## config.mk

```make
export PLATFORM = sky130hd
export DESIGN_NAME = speaker_serializer
export DESIGN_NICKNAME = d
export VERILOG_FILES = /design/src/rtl/audio_pkg.sv /design/src/rtl/audio_clk_gen.sv /design/src/rtl/speaker_serializer.sv
export SDC_FILE = /design/constraint.sdc
export NUM_CORES = 1
export LEC_CHECK = 0
export ABC_AREA = 1
export BUFFER_PORTS_ARGS = -buffer_cell sky130_fd_sc_hd__buf_2
export CORE_UTILIZATION = 53
export CTS_CLUSTER_DIAMETER = 120
export CTS_CLUSTER_SIZE = 8
export DETAILED_ROUTE_END_ITERATION = 16
export PLACE_DENSITY = 0.77
export SYNTH_ARGS = -nofsm -noshare
export SYNTH_HDL_FRONTEND = slang
export SYNTH_SLANG_ARGS = --single-unit
```

## constraint.sdc

```tcl
create_clock -name clk -period 5.4 [get_ports clk]
set_clock_uncertainty 0.1 [all_clocks]
set_input_delay 1.35 -clock clk [delete_from_list [all_inputs] [get_ports clk]]
set_output_delay 1.35 -clock clk [all_outputs]
set_load 0.02 [all_outputs]
```

## src/rtl/audio_pkg.sv

```systemverilog
// Shared constants and types for the I2S audio back-end.
// The sample width is fixed; the divider exponents are only defaults.
package audio_pkg;

    localparam int SAMPLE_W          = 16;
    localparam int MCLK_DIV_LOG2_DEF = 2;
    localparam int LRCK_DIV_LOG2_DEF = 9;

    typedef logic signed [SAMPLE_W-1:0] sample_t;

endpackage

```

## src/rtl/audio_clk_gen.sv

```systemverilog
// Free-running frame counter. Every audio clock is a direct counter bit, so none can glitch.
// The ticks mark the last clk cycle before an SCK fall, a half-frame boundary and a frame boundary.
module audio_clk_gen #(
    parameter int MCLK_DIV_LOG2 = audio_pkg::MCLK_DIV_LOG2_DEF,
    parameter int LRCK_DIV_LOG2 = audio_pkg::LRCK_DIV_LOG2_DEF
) (
    input  logic clk,
    input  logic rst_n,
    output logic audio_mclk,
    output logic audio_sck,
    output logic audio_lrck,
    output logic fall_tick,
    output logic half_tick,
    output logic frame_tick
);

    // 32 SCK periods per frame (2 x 16 bits), so SCK runs 5 octaves above LRCK.
    localparam int SCK_DIV_LOG2 = LRCK_DIV_LOG2 - 5;
    localparam int CNT_W        = LRCK_DIV_LOG2;

    if (SCK_DIV_LOG2 < 1) begin : g_bad_lrck_div
        $error("audio_clk_gen: LRCK_DIV_LOG2 must be at least 6");
    end
    if (MCLK_DIV_LOG2 < 1 || MCLK_DIV_LOG2 > LRCK_DIV_LOG2) begin : g_bad_mclk_div
        $error("audio_clk_gen: MCLK_DIV_LOG2 out of range");
    end

    logic [CNT_W-1:0] cnt_q;
    logic [CNT_W-1:0] cnt_d;

    always_comb begin
        cnt_d = cnt_q + CNT_W'(1);
    end

    always_ff @(posedge clk or negedge rst_n) begin
        if (!rst_n) begin
            cnt_q <= '0;
        end else begin
            cnt_q <= cnt_d;
        end
    end

    assign audio_mclk = cnt_q[MCLK_DIV_LOG2-1];
    assign audio_sck  = cnt_q[SCK_DIV_LOG2-1];
    assign audio_lrck = cnt_q[CNT_W-1];

    assign fall_tick  = &cnt_q[SCK_DIV_LOG2-1:0];
    assign half_tick  = &cnt_q[CNT_W-2:0];
    assign frame_tick = &cnt_q;

endmodule

```

## src/rtl/speaker_serializer.sv

```systemverilog
// I2S serializer: latches a stereo sample once per frame and shifts it out MSB-first.
// SDIN lags the word-select edge by one SCK slot, as I2S expects.
module speaker_serializer
    import audio_pkg::*;
#(
    parameter int MCLK_DIV_LOG2 = MCLK_DIV_LOG2_DEF,
    parameter int LRCK_DIV_LOG2 = LRCK_DIV_LOG2_DEF
) (
    input  logic    clk,
    input  logic    rst_n,
    input  logic    mute,
    input  sample_t sample_l,
    input  sample_t sample_r,
    output logic    sample_req,
    output logic    audio_mclk,
    output logic    audio_lrck,
    output logic    audio_sck,
    output logic    audio_sdin
);

    logic fall_tick;
    logic half_tick;
    logic frame_tick;

    audio_clk_gen #(
        .MCLK_DIV_LOG2 (MCLK_DIV_LOG2),
        .LRCK_DIV_LOG2 (LRCK_DIV_LOG2)
    ) u_clk_gen (
        .clk        (clk),
        .rst_n      (rst_n),
        .audio_mclk (audio_mclk),
        .audio_sck  (audio_sck),
        .audio_lrck (audio_lrck),
        .fall_tick  (fall_tick),
        .half_tick  (half_tick),
        .frame_tick (frame_tick)
    );

    logic [SAMPLE_W-1:0] sh_q;
    logic [SAMPLE_W-1:0] sh_d;
    logic [SAMPLE_W-1:0] hold_r_q;
    logic [SAMPLE_W-1:0] hold_r_d;
    logic                sdin_q;
    logic                sdin_d;

    // The sample fed out of sh is captured on the same edge that reloads it, giving the one-slot delay.
    always_comb begin
        sh_d     = sh_q;
        hold_r_d = hold_r_q;
        sdin_d   = sdin_q;
        if (fall_tick) begin
            sdin_d = sh_q[SAMPLE_W-1];
        end
        if (frame_tick) begin
            sh_d     = mute ? '0 : sample_l;
            hold_r_d = mute ? '0 : sample_r;
        end else if (half_tick) begin
            sh_d = hold_r_q;
        end else if (fall_tick) begin
            sh_d = {sh_q[SAMPLE_W-2:0], 1'b0};
        end
    end

    always_ff @(posedge clk or negedge rst_n) begin
        if (!rst_n) begin
            sh_q     <= '0;
            hold_r_q <= '0;
            sdin_q   <= 1'b0;
        end else begin
            sh_q     <= sh_d;
            hold_r_q <= hold_r_d;
            sdin_q   <= sdin_d;
        end
    end

    assign sample_req = frame_tick;
    assign audio_sdin = sdin_q;

endmodule

```

* Word-level counts from Yosys, hierarchy flattened *
Cells that the tools add are included.
W data, S select, Z words.

storage, ports and cells
  register bits = 42
  bits in latches = 0
  memory bits (writable) = 0
  bits in read-only memories = 0
  word-level logic and storage cells = 14
  memories kept = 0

operators by class
  $add $sub $neg = 1
  multipliers = 0
  div/mod/pow operators = 0
  magnitude comparators = 0
  eq/ne operators = 0
  shift-type cells = 0
  multiplexer cells = 5
  bitwise gates (word level) = 0
  reductions and logical operators = 4

operators by type and width
  kind                   count
  $mux W16               5
  $add A9 B1 Y9 const B  1
  $reduce_and A9 Y1      1
  $reduce_and A8 Y1      1
  $reduce_and A4 Y1      1
  $reduce_bool A3 Y1     1

* Depth between registers and ports, before layout *
Gate-level depths: netlist (run 1).

  word-level depth = 4
  gate-level depth with buffers = 14

* Hierarchy *
A second synthesis (run 1) with hierarchy kept.

second synthesis, totals
  cells, all modules = 276
  area, all modules = 2,110.8 um^2

by module, submodules not included
  module              instances  cells an instance  area an instance (um^2)
  speaker_serializer  1          235                1,719.1
  audio_clk_gen       1          41                 391.6

* Least setup slack after synthesis (run 1) *
OpenSTA, ideal clock, no wires.

  path kind = register to output
  start point = register u_clk_gen.cnt_q[1]
  end point = output sample_req
  arrival time = 1.490 ns
  required time = 3.950 ns
  slack = 2.460 ns
  cell stages (with the launch flop) = 8
  buffers on the path = 1
  cell sequence = dfrtp_1 > ha_1 > nand2_2 > nor2_4 > nand2_4 > buf_6 > inv_1 > ha_1

between the ends
  word-level cells in the longest chain between the ends = 1

RTL lines
  element                   line                      RTL
  start: declaration        audio_clk_gen.sv:28       logic [CNT_W-1:0] cnt_q;
  start signal: assignment  audio_clk_gen.sv:39       cnt_q <= cnt_d;
  $reduce_and A9 Y1         audio_clk_gen.sv:49       assign frame_tick = &cnt_q;
  end: declaration          speaker_serializer.sv:14  output logic sample_req,

Every way passes these cells.

* Worst setup path in the final report (run 1) *
Same ends and word-level chain as after synthesis.

==> results of run 1 <==
flip-flops by register name, summed over array words and instances, names as in the netlist:
name             cells
audio_sdin           1
hold_r_q            16
sh_q                16
u_clk_gen.cnt_q      9
final timing paths:
path | to | start | slack, ns
max in group asynchronous | u_clk_gen.cnt_q[6] | rst_n | 3.54
worst min-delay path | u_clk_gen.cnt_q[0] | u_clk_gen.cnt_q[0] | 0.35
worst min register to register | u_clk_gen.cnt_q[0] | u_clk_gen.cnt_q[0] | 0.35
min in group asynchronous | hold_r_q[3] | rst_n | 1.09
worst max-delay path | sample_req | u_clk_gen.cnt_q[1] | 1.47
worst max register to register | sh_q[8] | u_clk_gen.cnt_q[1] | 1.99
area by class of cell:
type | count | share of cell area
clock buffers | 6 | 0.03373
well taps | 50 | 0.02555
inverters | 81 | 0.1252
flip-flops and latches | 42 | 0.4292
repair buffers | 39 | 0.07971
multi-input cells | 134 | 0.3066
cells by family (layout without fill, tap and decap cells):
| logic type | count (synthesis) | after routing | share of synthesized area |
|---|---|---|---|
| compound gates | 47 | 47 | 0.1379 |
| xor+xnor | 6 | 6 | 0.02393 |
| fa+ha+maj | 2 | 2 | 0.01139 |
| buf+inv | 93 | 126 | 0.1795 |
| flops | 42 | 42 | 0.4786 |
| simple gates | 79 | 79 | 0.1687 |
cell usage after synthesis:
library cell / n / share of area
sky130_fd_sc_hd__buf_4: 2 / 0.0068
sky130_fd_sc_hd__xor2_1: 4 / 0.016
sky130_fd_sc_hd__nand2_1: 23 / 0.039
sky130_fd_sc_hd__xnor2_1: 2 / 0.0080
sky130_fd_sc_hd__inv_4: 1 / 0.0029
sky130_fd_sc_hd__or2_4: 1 / 0.0040
sky130_fd_sc_hd__dfrtp_1: 42 / 0.48
sky130_fd_sc_hd__o221ai_1: 1 / 0.0040
sky130_fd_sc_hd__nor2_4: 2 / 0.010
sky130_fd_sc_hd__o21ai_1: 12 / 0.027
sky130_fd_sc_hd__nand2_2: 1 / 0.0029
sky130_fd_sc_hd__o22ai_1: 15 / 0.043
sky130_fd_sc_hd__nor2_1: 16 / 0.027
sky130_fd_sc_hd__buf_6: 4 / 0.021
sky130_fd_sc_hd__ha_1: 2 / 0.011
sky130_fd_sc_hd__a21oi_2: 12 / 0.048
sky130_fd_sc_hd__clkbuf_1: 2 / 0.0034
sky130_fd_sc_hd__o21ai_0: 4 / 0.0091
sky130_fd_sc_hd__nand3_1: 34 / 0.077
sky130_fd_sc_hd__inv_1: 80 / 0.14
sky130_fd_sc_hd__nand2_4: 1 / 0.0051
sky130_fd_sc_hd__nor3_1: 1 / 0.0023
sky130_fd_sc_hd__a21oi_1: 3 / 0.0068
sky130_fd_sc_hd__buf_2: 4 / 0.0091
metrics by stage:
stage,area [um2],setup slack (ns)
6_report,2449,1.470
5_1_grt,2449,1.323
4_1_cts,2449,1.448
3_5_place_dp,2366,1.766
3_3_place_gp,2366,1.847
2_1_floorplan,2196,2.460
power by group:
group	total (uW)	leakage, uW	switching [uW]	internal (uW)
clock	198	0.0000431	99.2	98.6
combinational	22.6	0.00107	11.9	10.6
sequential	314	0.000416	0	314
total	535	0.00153	111	424
metal layers:
metal | GRT usage | wire length (um)
met4 | 0.07713 | 80
met1 | 0.2625 | 1945
met5 | 0 | 0
met2 | 0.3559 | 1948
met3 | 0.05172 | 149
==> qor.txt, run 1 <==
Total Routing Usage GR -> 0.2117
Die Wd -> 66.37 um
mean routed wirelength per cell -> 11.72 um
maximum buffer depth of the clock tree -> 2
vias per std cell -> 4.764
part of the Yosys area used for sequential elements -> 0.4786
Synth Warn # -> 0
Fin Setup TNS -> 0 ns
worst hold-check path type -> flop to flop
post-synthesis average cell area -> 8.163 um2
number of cells traversed by the worst hold path -> 1
clock tree from TritonCTS -> built
final hold violations -> 0
post-route non-filler standard cell count -> 352
startpoint kind of the worst setup timing path -> flop
count of different cell masters after synthesis -> 24
total stage count of the critical path -> 7
category of the most critical setup path -> flop to output port
cell count after synthesis -> 269
Final Power -> 534.7 uW
via count of the first global-routing pass -> 1553
Antenna Violating Nets Remaining -> 0
H-tree levels -> 2
cts hold-fix bufs -> 0
fill cell instance count of the final layout -> 366
Required @ worst endpoint -> 3.95 ns
Largest delay share family, worst path -> adder cells
area taken by multi-input logic gates -> 750.7 um2
RSZ-0062 raised after global routing -> no
Final #Nets -> 340
number of gates resized after CTS -> 0
number of buffers inserted by port buffering -> 39
starting DRC count in detailed routing -> 54
flip-flop and latch count after synthesis -> 42
normalized max-slew margin -> 0.3941
final setup fails -> 0
wire length of the first global-routing pass -> 6893 um
post-CTS setup-driven buffer insertion count -> 0
number of maximum-capacitance constraint violations -> 0
placeable core region -> 4000 um2
gp weighted congestion -> 0.8417
highest attainable clock frequency -> 254.4 MHz
highest cell delay on the worst timing path -> 0.59 ns
worst path cell trace -> ha_1 -> nand2_2 -> nor2_4 -> nand2_4 -> inv_1 -> ha_1 -> buf_2
top library cells by usage in the layout, fill and taps aside -> sky130_fd_sc_hd__inv_1 (80), sky130_fd_sc_hd__dfrtp_1 (42), sky130_fd_sc_hd__buf_2 (39)
outcome -> completed
DPL Wire Length -> 2848 um
CTS Root Buffer Type -> sky130_fd_sc_hd__clkbuf_8
# placed instances -> 346
cts bufs inserted -> 5
number of iterations in the first detailed-routing pass -> 4
combined area of all synthesized cells -> 2196 um2
largest net degree at the start of global routing -> 43
number of antenna violations at the first check in global routing -> 0
residual DRC count -> 0
static leakage -> 0.001529 uW
Tmin final -> 3.930 ns
cell count of the worst reg-to-reg path -> 11
drt total wl -> 4124 um
I/O Pins -> 40
initial core utilization -> 0.5490
Critical path buffers and inverters -> 2
most frequent cell on the critical path -> sky130_fd_sc_hd__ha_1
antenna diode count -> 0
Mapped Nets -> 306
Layout Area Growth over Synthesis -> 11.51%
via count -> 1677
final clock period utilization by the worst path -> 0.7278
Congestion Overflow GR -> 0
IR Drop Worst-Case VDD -> 175.5 uV
clock latency of the later-clocked register in the worst-skew pair -> 0.28 ns
data arrival at the endpoint of the critical path -> 2.48 ns
register cell area after layout -> 1051 um2
slowest stage cell on the critical path -> sky130_fd_sc_hd__ha_1
CP Max Fanout -> 18
commonest non-fill, non-tap cell in the layout -> sky130_fd_sc_hd__inv_1
final core occ -> 0.6121
Die ar. -> 4404 um2
hold slack final -> 0.3522 ns
sort of element at the end of the critical path -> output port
clock transition at the registers of the reported paths -> 0.07 ns
Die Span Y -> 66.37 um
Num Clock Sinks -> 42
max-slew violation count -> 0
pwr dens -> 218.4 nW/um2
cell row count -> 23
ratio of cells with drive above 1 in the final layout -> 0.2086
transition time of the tightest slew-check pin -> 0.9088 ns
No activity file was read; power rests on OpenSTA's default activity.
==> run 2: changes to the inputs <==
--- a/config.mk
+++ b/config.mk
@@ -5,13 +5,13 @@
 export SDC_FILE = /design/constraint.sdc
 export NUM_CORES = 1
 export LEC_CHECK = 0
-export ABC_AREA = 1
+export ABC_AREA = 0
 export BUFFER_PORTS_ARGS = -buffer_cell sky130_fd_sc_hd__buf_2
-export CORE_UTILIZATION = 53
+export CORE_UTILIZATION = 48
 export CTS_CLUSTER_DIAMETER = 120
 export CTS_CLUSTER_SIZE = 8
 export DETAILED_ROUTE_END_ITERATION = 16
-export PLACE_DENSITY = 0.77
+export PLACE_DENSITY = 0.76
 export SYNTH_ARGS = -nofsm -noshare
 export SYNTH_HDL_FRONTEND = slang
 export SYNTH_SLANG_ARGS = --single-unit
==> constraint.sdc (replaced) <==
create_clock -name clk -period 3.5 [get_ports clk]
set_clock_uncertainty 0.1 [all_clocks]
set_input_delay 0.875 -clock clk [delete_from_list [all_inputs] [get_ports clk]]
set_output_delay 0.875 -clock clk [all_outputs]
set_load 0.02 [all_outputs]
==> run 2 against run 1 <==
- combinational power is 33% higher
- worst setup slack worse by 0.76 ns
- critical path depth is 2 lower
- hold slack worse by 0.0022 ns
- sequential power is 54% higher
- die area is 7.0% lower
- non-clock buffer count is 3 higher
- flip-flop and latch count stayed put
- clock-buffer cell count stayed put
- first-iteration DRC count is 100% higher
- utilization is 2.3 points lower
- largest power group unchanged
- highest routed layer unchanged
==> qor.txt, run 2 <==
cell count after synthesis -> 142 (-47%)
count of different cell masters after synthesis -> 28 (+17%)
final setup fails -> 0 (unchanged)
Synth Area in Adders -> 0.01356 (+0.002163)
final core occ -> 0.5889 (-0.02328)
transition time of the tightest slew-check pin -> 0.8991 ns (-0.009762 ns)
Congestion Overflow GR -> 0 (unchanged)
I/O Pins -> 40 (unchanged)
top-area cell type share of the netlist area -> 0.5695 (+0.09086)
Fin Setup TNS -> 0 ns (unchanged)
Total Routing Usage GR -> 0.2063 (-0.005381)
RSZ-0062 raised after global routing -> no
number of buffers inserted by port buffering -> 39 (unchanged)
placeable core region -> 3661 um2 (-8.5%)
clock tree from TritonCTS -> built
post-synthesis simple-gate area fraction -> 0.05356 (-0.1151)
clock transition at the registers of the reported paths -> 0.07 ns (about the same)
combined area of all synthesized cells -> 1846 um2 (-16%)
vias per std cell -> 5.761 (+21%)
largest net degree at the start of global routing -> 43 (unchanged)
Layout Area Growth over Synthesis -> 16.81%
dominant combinational cell family by area after synthesis -> compound AO/OA/AOI/OAI gates
number of maximum-capacitance constraint violations -> 0 (unchanged)
gp weighted congestion -> 0.8075 (-4.1%)
outcome -> completed
maximum buffer depth of the clock tree -> 2 (unchanged)
Final #Nets -> 218 (-36%)
commonest non-fill, non-tap cell in the layout -> sky130_fd_sc_hd__dfrtp_1
drt total wl -> 3604 um (-13%)
data arrival at the endpoint of the critical path -> 1.81 ns (-0.67 ns)
post-synthesis average cell area -> 13.00 um2 (+59%)
wire length of the first global-routing pass -> 6244 um (-9.4%)
CP Max Fanout -> 19 (+1)
ratio of cells with drive above 1 in the final layout -> 0.3022 (+0.09359)
most frequent cell after synthesis -> sky130_fd_sc_hd__dfrtp_1
flip-flop and latch count after synthesis -> 42 (unchanged)
static leakage -> 0.001076 uW (-30%)
share of the synthesized netlist area taken by xor and xnor gates -> 0.02847 (+0.004543)
top library cells by usage in the layout, fill and taps aside -> sky130_fd_sc_hd__dfrtp_1 (42), sky130_fd_sc_hd__buf_2 (39), sky130_fd_sc_hd__mux2i_1 (15), sky130_fd_sc_hd__a32oi_1 (15), sky130_fd_sc_hd__a22o_1 (15)
starting DRC count in detailed routing -> 110 (+100%)
Die Span Y -> 64.01 um (-3.6%)
cts bufs inserted -> 5 (unchanged)
Worst Setup Slack, final -> 0.7117 ns (-0.7580 ns)
Num Clock Sinks -> 42 (unchanged)
number of flops mapped to enable cells by yosys -> 0 (unchanged)
part of the Yosys area used for sequential elements -> 0.5695 (+0.09086)
initial core utilization -> 0.5041 (-0.04485)
max-slew violation count -> 0 (unchanged)
most used flip-flop cell after synthesis -> sky130_fd_sc_hd__dfrtp_1
number of antenna violations at the first check in global routing -> 0 (unchanged)
clock latency of the later-clocked register in the worst-skew pair -> 0.29 ns (about the same)
Mapped Nets -> 179 (-42%)
commonest cells in the synthesized netlist -> sky130_fd_sc_hd__dfrtp_1 (42), sky130_fd_sc_hd__a22o_1 (15), sky130_fd_sc_hd__a32oi_1 (15), sky130_fd_sc_hd__mux2i_1 (15), sky130_fd_sc_hd__o21ai_1 (11)
cts hold-fix bufs -> 0 (unchanged)
H-tree levels -> 2 (unchanged)
Die ar. -> 4097 um2 (-7.0%)
worst hold-check path type -> flop to flop
residual DRC count -> 0 (unchanged)
cell row count -> 22 (-4.3%)
sort of element at the end of the critical path -> output port
top flop regs -> hold_r_q x16, sh_q x16, u_clk_gen.cnt_q x9
antenna diode count -> 0 (unchanged)
reg-to-reg slack, setup -> 0.94 ns (-1.05 ns)
Die Wd -> 64.01 um (-3.6%)
number of iterations in the first detailed-routing pass -> 4 (unchanged)
Synth Warn # -> 0 (unchanged)
cells taking the most area after synthesis -> sky130_fd_sc_hd__dfrtp_1 (57%), sky130_fd_sc_hd__mux2i_1 (8.1%), sky130_fd_sc_hd__a22o_1 (7.1%), sky130_fd_sc_hd__a32oi_1 (7.1%), sky130_fd_sc_hd__o21ai_1 (3.0%)
cell taking the most area after synthesis -> sky130_fd_sc_hd__dfrtp_1
post-CTS setup-driven buffer insertion count -> 0 (unchanged)
fraction of synthesis flops using an asynchronous set or reset pin -> 1.000 (unchanged)
pwr dens -> 413.2 nW/um2 (+89%)
final hold violations -> 0 (unchanged)
number of gates resized after CTS -> 0 (unchanged)
mux share of post-synthesis cell area -> 0.08746 (+0.08746)
IR Drop Worst-Case VDD -> 245.0 uV (+40%)
category of the most critical setup path -> flop to output port
Required @ worst endpoint -> 2.52 ns (-1.43 ns)
Tmin final -> 2.788 ns
startpoint kind of the worst setup timing path -> flop
hold slack final -> 0.3500 ns (-0.002222 ns)
CTS Root Buffer Type -> sky130_fd_sc_hd__clkbuf_8
highest attainable clock frequency -> 358.6 MHz
normalized max-slew margin -> 0.4006 (+0.006508)
via count -> 1325 (-21%)
DPL Wire Length -> 2566 um (-9.9%)
final clock period utilization by the worst path -> 0.7967
Post-Place Setup Slack -> 0.9156 ns (-0.8505 ns)
mean routed wirelength per cell -> 15.67 um (+34%)
Compound-Gate Fraction of Synth Area -> 0.1980 (+0.06007)
via count of the first global-routing pass -> 1349 (-13%)
Antenna Violating Nets Remaining -> 0 (unchanged)
[run 2: stage by stage]
stage               cell area (um2)  total power, uW  instances
floorplan                      1846            495.3        142
global placement               2046            523.8        222
detailed placement             2046            525.3        222
CTS                            2156            902.9        230
global route                   2156            928.6        230
finish                         2156            890.7        230
[run 2: worst max-delay path, cell delays in order (launching register included)]
cell and delay [ns]:
sky130_fd_sc_hd__dfrtp_1 0.37, sky130_fd_sc_hd__ha_1 0.26, sky130_fd_sc_hd__nand3_4 0.25, sky130_fd_sc_hd__nor2_1 0.17, sky130_fd_sc_hd__ha_1 0.27, sky130_fd_sc_hd__buf_2 0.21
[run 2: layout make-up]
cell class	instances	area [um2]
Tap cell	48	60.06
Clock buffer	6	72.57
Clock inverter	2	37.54
Timing Repair Buffer	42	217.7
Sequential cell	42	1051
Inverter	3	11.26
Multi-Input combinational cell	87	705.7
Fill cell	303	1505
[run 2: where the power goes]
part | leakage [uW] | switching [uW] | internal [uW]
clock network | 0.0000514 | 163 | 213
logic | 0.000525 | 16.3 | 13.7
registers | 0.000499 | 0 | 485
[run 2: layer usage]
layer / vias to the layer above / global-route usage / part of all wire
li1: 621 / - / -
met1: 660 / 0.2633 / 0.44
met4: 0 / 0.1136 / 0.029
met2: 35 / 0.3152 / 0.48
met5: - / 0 / 0
met3: 9 / 0.05893 / 0.048
[run 2: path summary, 6_finish.rpt]
check,end,from,depth (start not counted)
setup / recovery,sample_req,u_clk_gen.cnt_q[0],5
hold / removal,u_clk_gen.cnt_q[0],u_clk_gen.cnt_q[0],1
setup reg to reg,sh_q[11],u_clk_gen.cnt_q[1],8
hold reg to reg,u_clk_gen.cnt_q[0],u_clk_gen.cnt_q[0],1
max in group asynchronous,u_clk_gen.cnt_q[2],rst_n,1
min in group asynchronous,hold_r_q[0],rst_n,1
[run 2: cells by family after synthesis]
logic type	Yosys count
flip-flops	42
buffers and inverters	13
XOR/XNOR	6
AO/OA/AOI/OAI	48
multiplexers	16
AND/OR/NAND/NOR	15
adder cells (fa/ha/maj)	2
